===== src/rtl/instr_buffer.sv =====
// Instruction buffer between fetch stage 1 and decode: 16-entry circular FIFO,
// up to 4 pushes and 2 pops per cycle, with a sticky overflow flag.
module instr_buffer #(
   parameter int unsigned IB_WIDTH       = 16,
   parameter int unsigned IB_WIDTH_LOG2  = 4,
   parameter int unsigned IB_DATA_BUS_WD = 66
) (
   input  logic                          clk,
   input  logic                          rst,
   input  logic                          flush_IB,
   input  logic [4*IB_DATA_BUS_WD-1:0]   if1_to_ib,
   input  logic [2:0]                    push_num,
   output logic [IB_WIDTH_LOG2:0]        can_push_size,
   output logic [2*IB_DATA_BUS_WD-1:0]   ib_to_id,
   output logic [1:0]                    ib_valid,
   input  logic [1:0]                    pop_num,
   output logic                          ib_overflow
);

   localparam int unsigned CW = IB_WIDTH_LOG2 + 1;
   localparam int unsigned PW = IB_WIDTH_LOG2;
   localparam int unsigned DW = IB_DATA_BUS_WD;

   logic [DW-1:0] r_mem [IB_WIDTH];
   logic [PW-1:0] r_head;
   logic [PW-1:0] r_tail;
   logic [CW-1:0] r_count;
   logic          r_overflow;

   logic [DW-1:0] w_lane [4];
   logic [CW-1:0] w_pop_ext;
   logic [CW-1:0] w_eff_pop;
   logic [CW-1:0] w_after_pop;
   logic [CW:0]   w_need;
   logic          w_push_legal;
   logic [2:0]    w_push_cnt;
   logic [PW-1:0] w_head_p1;
   logic [PW-1:0] w_slot_off [IB_WIDTH];
   logic          w_slot_we  [IB_WIDTH];

   always_comb begin
      for (int unsigned k = 0; k < 4; k++) begin
         w_lane[k] = if1_to_ib[k*DW +: DW];
      end
   end

   // Pop is clamped to occupancy; push legality is judged after that pop.
   always_comb begin
      w_pop_ext    = CW'(pop_num);
      w_eff_pop    = (w_pop_ext > r_count) ? r_count : w_pop_ext;
      w_after_pop  = r_count - w_eff_pop;
      w_need       = (CW+1)'(w_after_pop) + (CW+1)'(push_num);
      w_push_legal = (push_num <= 3'd4) && (w_need <= (CW+1)'(IB_WIDTH));
      w_push_cnt   = w_push_legal ? push_num : 3'd0;
   end

   // Each slot picks its lane by its distance from the tail.
   always_comb begin
      for (int unsigned s = 0; s < IB_WIDTH; s++) begin
         w_slot_off[s] = PW'(s) - r_tail;
         w_slot_we[s]  = !flush_IB && (w_slot_off[s] < PW'(w_push_cnt));
      end
   end

   always_ff @(posedge clk) begin
      for (int unsigned s = 0; s < IB_WIDTH; s++) begin
         if (w_slot_we[s]) begin
            r_mem[s] <= w_lane[w_slot_off[s][1:0]];
         end
      end
   end

   always_ff @(posedge clk or negedge rst) begin
      if (!rst) begin
         r_head     <= '0;
         r_tail     <= '0;
         r_count    <= '0;
         r_overflow <= 1'b0;
      end else if (flush_IB) begin
         r_head  <= '0;
         r_tail  <= '0;
         r_count <= '0;
      end else begin
         r_head  <= r_head + PW'(w_eff_pop);
         r_tail  <= r_tail + PW'(w_push_cnt);
         r_count <= w_after_pop + CW'(w_push_cnt);
         if (!w_push_legal) begin
            r_overflow <= 1'b1;
         end
      end
   end

   assign w_head_p1     = r_head + PW'(1);
   assign ib_to_id      = {r_mem[w_head_p1], r_mem[r_head]};
   assign ib_valid      = {r_count >= CW'(2), r_count >= CW'(1)};
   assign can_push_size = r_count;
   assign ib_overflow   = r_overflow;

endmodule


===== config.mk =====
export PLATFORM = sky130hd
export DESIGN_NAME = instr_buffer
export DESIGN_NICKNAME = d
export VERILOG_FILES = /design/src/rtl/instr_buffer.sv
export SDC_FILE = /design/constraint.sdc
export NUM_CORES = 2
export LEC_CHECK = 0
export CORE_UTILIZATION = 25
export CTS_CLUSTER_DIAMETER = 30
export DETAILED_ROUTE_END_ITERATION = 8
export DONT_BUFFER_PORTS = 1
export GPL_TIMING_DRIVEN = 0
export HOLD_SLACK_MARGIN = 0.02
export PLACE_DENSITY = 0.51
export RECOVER_POWER = 25
export REMOVE_ABC_BUFFERS = 1
export SYNTH_ARGS = -nofsm -noshare
export SYNTH_HDL_FRONTEND = slang
export SYNTH_SLANG_ARGS = --single-unit

===== constraint.sdc =====
create_clock -name clk -period 8.3 [get_ports clk]
set_input_delay 0.83 -clock clk [delete_from_list [all_inputs] [get_ports clk]]
set_output_delay 0.83 -clock clk [all_outputs]
set_load 0.05 [all_outputs]

-- Yosys cells after proc, flatten, opt, wreduce, memory -nomap -nowiden
Memories as Yosys holds them, arrays and structs flattened.
Cells that the tools add are included.
- register bits: 14
- memory bits (writable): 1056
- input bits: 272
- output and inout port bits: 140
- word-level logic and storage cells: 234
- memories kept: 1
- add/sub/neg operators: 22
- $lt $le $gt $ge: 37
- mux-type cells: 121
- bitwise operators: 18
- reduce and logical (&&, ||, !) cells: 31
- memory list (name ; depth ; width ; rd ports ; clocked after Yosys merged registers in ; write ports ; line ; source):
    r_mem ; 16 ; 66 ; 2 ; 0 ; 4 ; 24 ; logic [DW-1:0] r_mem [IB_WIDTH];
- operator list (kind ; count):
    66-bit two-way mux ; 44
    66-bit binary-select mux with 2-bit select ; 16
    66-bit OR reduction ; 12
    4-bit by 3-bit less-than comparator with 1-bit output ; 16
    4-bit two-way mux ; 14
    3-bit >= comparator (second input constant) ; 16
    2-bit inverter with 3-bit output ; 16
    1-bit two-way mux ; 44
    4-bit subtractor (first input constant) ; 8
    1-bit logical AND ; 17
    3-bit by 4-bit subtractor with 4-bit output (first input constant) ; 4
    5-bit two-way mux ; 2
    1-bit by 4-bit subtractor with 4-bit output (first input constant) ; 2
    2-bit by 4-bit subtractor with 4-bit output (first input constant) ; 2
    5-bit by 3-bit adder with 6-bit output ; 1
    6-bit by 5-bit <= comparator with 1-bit output (second input constant) ; 1
    5-bit by 3-bit adder with 5-bit output ; 1
    5-bit by 1-bit >= comparator with 1-bit output (second input constant) ; 1
    5-bit by 2-bit >= comparator with 1-bit output (second input constant) ; 1
    2-bit by 5-bit > comparator with 1-bit output ; 1
    5-bit subtractor ; 1
    4-bit by 1-bit adder with 4-bit output (second input constant) ; 1
    4-bit by 3-bit adder with 4-bit output ; 1
    4-bit adder ; 1
    5 further kinds ; 6

-- Depth between registers and ports, before layout
- depth in word-level cells: 15
- gate-level depth with buffers: 22
- mapped depth without buffers: 22

-- Worst setup path before layout
OpenSTA, ideal clock, no wires.
- path type: register to register
- start: register r_count[1] (netlist: can_push_size[1])
- end: memory r_mem[0][0] in the netlist's numbering, enable pin
- library setup time: 498 ps
- data arrival time: 7800 ps
- required time: 7802 ps
- path slack: 2 ps
- cell stages (with the launch flop): 20
- path buffers: 0
- period minus slack after synthesis: 8298 ps
- cells stage by stage: dfrtp_1 -> inv_1 -> ha_1 -> a21oi_1 -> a21oi_1 -> nand2_1 -> mux2_2 -> fa_1 -> xor2_1 -> ha_1 -> a21oi_1 -> nand2_1 -> or3b_2 -> o32a_1 -> a21boi_0 -> ha_1 -> inv_1 -> a21o_1 -> a211o_1 -> nor2b_1
- RTL lines (what ; line ; source):
    from (decl) ; 27 ; logic [CW-1:0] r_count;
    from (signal assigned) ; 86 ; r_count <= w_after_pop + CW'(w_push_cnt);
    to (decl) ; 24 ;

==> results.ini <==
[outcome]
outcome = complete, but fails checks
violations = max-capacitance violations, max-slew violations

[logic_synthesis]
synthFlopType = edfxtp_1
syn_area_per_cell_um2 = 23.2
yosys_warnings = 0
asyncSetResetFlopFracSynth = 0.0131
synth_area_leaders = edfxtp_1 (57%), mux4_2 (38%), buf_2 (0.98%)
synth_edf_count = 1056
synth_common_cells = edfxtp_1 (1056), mux4_2 (924), buf_2 (109)
yosys.area.top_type = edfxtp_1
synth_most_common_cell = edfxtp_1
netlist_area_um2 = 55500
synthesis.instances = 2387
ys_seq_elements = 1070
synth_top_area_frac = 0.572
synthDistinctLibCells = 38
ys_seq_area_frac = 0.578

[final_layout]
fillers = 20700
area_growth_pct = 23.7
drive_gt1_frac = 0.521
nets = 2843

[timing]
hold_violations = 0
finalCriticalPeriod_ps = 7690
finalCritPeriodShare = 0.927
setup_viol = 0
setup_tns_ps = 0
worst_slack_ps = 607
rsz0062_at_grt = no
drv_slew = 254
worstMarginPinSlew_ps = 3640
fmax_ghz = 0.130
finalClockSkew_ps = 77.9
slew-limit-headroom = -1.42

[global_route]
grt_antenna_before_repair = 2
grt_overflow_total = 0
grt_usage = 0.159
grt_pass1_vias = 33000
grt_max_degree = 58
grt_pass1_wl_um = 252000

[setup_path]
max_stage_delay_ps = 720
timing.rr.start = can_push_size[1]$_DFF_PN0_
cpMaxStageDelayCell = dfrtp_1
start_kind = register
path_common_cell = ha_1
crit_chain = inv_1 > ha_1 > a21oi_1 > a21oi_1 > nand2_1 > mux2i_1 > ha_1 > fa_1 > xor2_1 > ha_1 > a21oi_1 > nand2_1 > or3b_2 > o32a_1 > a21boi_0 > ha_1 > inv_1 > a21o_1 > a211o_1 > nor2b_4 > buf_16 > buf_12 > buf_12
cp-end-kind = register
path_class = reg -> reg
arrival_ps = 8190
cp_data_required_time_ps = 8790
startpoint = can_push_size[1]$_DFF_PN0_
path_max_fanout = 16

[floorplan]
dieArea_um2 = 224000
fp.dieW_um = 473
core_um2 = 220000
start_util = 0.252
rows = 172
ios = 412
die_h_um = 473

[clocking]
cts_buffer_depth = 3
cts_tree = built
h-tree-depth = 4
path_clk_slew_ps = 50
postCtsSetupBuffers = 0
cts_root_buffer = clkbuf_16
cts_resized = 0
clock-sinks = 1070
clk-insertion-delay-late_ps = 860
cts_inserted_buffers = 217

[route]
via_per_inst = 5.30
drt_first_iter_violations = 2793
dr.pass1.iters = 5
drcViolationCount = 0
routedWlPerCell_um = 31.8
final_antenna_net_count = 0
wl_um = 180000
vias = 30100

[place]
dp_hpwl_um = 127000
gp_congestion = 0.751
portBuffers = 0
pre_cts_ws_ps = 748

[job]
max_cap_violations = 6

[hold_path]
holdCritStartpoint = flush_IB
hold_class = in -> reg

[layout by cell type (no fill, tap or decap), types with 8 or more instances in the layout]
| cell type | count |
|---|---|
| ha_1 | 38 |
| clkinv_16 | 11 |
| clkinv_2 | 28 |
| nor2_4 | 8 |
| nand2_1 | 8 |
| buf_16 | 57 |
| edfxtp_1 | 1056 |
| clkinv_1 | 39 |
| mux4_2 | 924 |
| bufinv_16 | 31 |
| clkinv_4 | 17 |
| a21oi_1 | 13 |
| dfrtp_1 | 9 |
| inv_1 | 19 |
| xnor2_1 | 12 |
| clkinvlp_4 | 20 |
| buf_12 | 55 |
| nor2_1 | 10 |
| clkbuf_1 | 37 |
| clkbuf_16 | 217 |
| inv_6 | 9 |
[flip-flops by register name, indices dropped and copies added, names as in the netlist]
signal / cells
r_mem: 1056
ib_overflow: 1
r_tail: 4
can_push_size: 5
r_head: 4
[repair_timing]
item | CTS | global route
hold buffers | 2 | 0
endpoints found under the hold margin | 27 | 0
setup endpoints to repair | 0 | 0
[cell type report]
cell class	count	area (um2)	area share
Inverter	19	71.3	0.00104
Tap cell	2958	3700	0.0540
Timing Repair Buffer	132	2880	0.0419
Sequential cell	1070	32100	0.468
Antenna cell	4	10.0	0.000146
Clock inverter	158	1980	0.0289
Multi-Input combinational cell	1086	22300	0.325
Clock buffer	249	5550	0.0809
[critical path: cells and delay by family (launching register included)]
kind            cells  cell delay (ps)
compound gates      7             2000
xor+xnor            1              300
simple gates        4             1350
buf+inv             5              970
fa+ha+maj           5             1670
mux                 1              200
flops               1              720
[routing by layer]
layer  part of all wire  vias to the layer above  GRT usage
li1                   -                    11400          -
met1               0.38                    16900      0.191
met2               0.51                     1493      0.276
met3              0.076                      300     0.0412
met4              0.028                        0     0.0545
met5                  0                        -          0
[path summary, 6_finish.rpt]
check,endpoint,slack [ps],cells after the start
max,r_mem[14][59]$_DFFE_PP_,610,23
min,ib_overflow$_DFFE_PN0P_,250,2
max reg2reg,r_mem[14][59]$_DFFE_PP_,610,23
min reg2reg,ib_overflow$_DFFE_PN0P_,850,1
max in group asynchronous,r_tail[1]$_DFF_PN0_,7310,1
min in group asynchronous,can_push_size[1]$_DFF_PN0_,450,1
[cell families (layout without fill, tap and decap cells)]
family                     after synthesis  in the layout  share of synthesized area
DFF                                   1070           1070                      0.578
muxes                                  927            927                      0.376
buffers and inverters                  231            558                     0.0224
and+or+nand+nor                         54             54                    0.00485
adders and majority gates               45             45                     0.0108
AOI/OAI and AO/OA                       38             38                    0.00469
xor gates and xnor gates                21             21                    0.00332
other                                    1              5                  0.0000676
[through the flow]
stage / std cells / instance area, um2 / utilization / hold WS, ps
4_1_cts: 5672 / 68700 / 0.312 / 165
3_5_place_dp: 5263 / 61200 / 0.278 / 535
2_1_floorplan: 2175 / 54300 / - / 534
3_3_place_gp: 5133 / 58000 / 0.263 / 535
5_1_grt: 5673 / 68600 / 0.312 / 224
6_report: 5676 / 68600 / 0.312 / 254
Power is left out: the tool's default activity adds up to more than one toggle a clock period on the data nets, which glitch-free logic cannot reach.
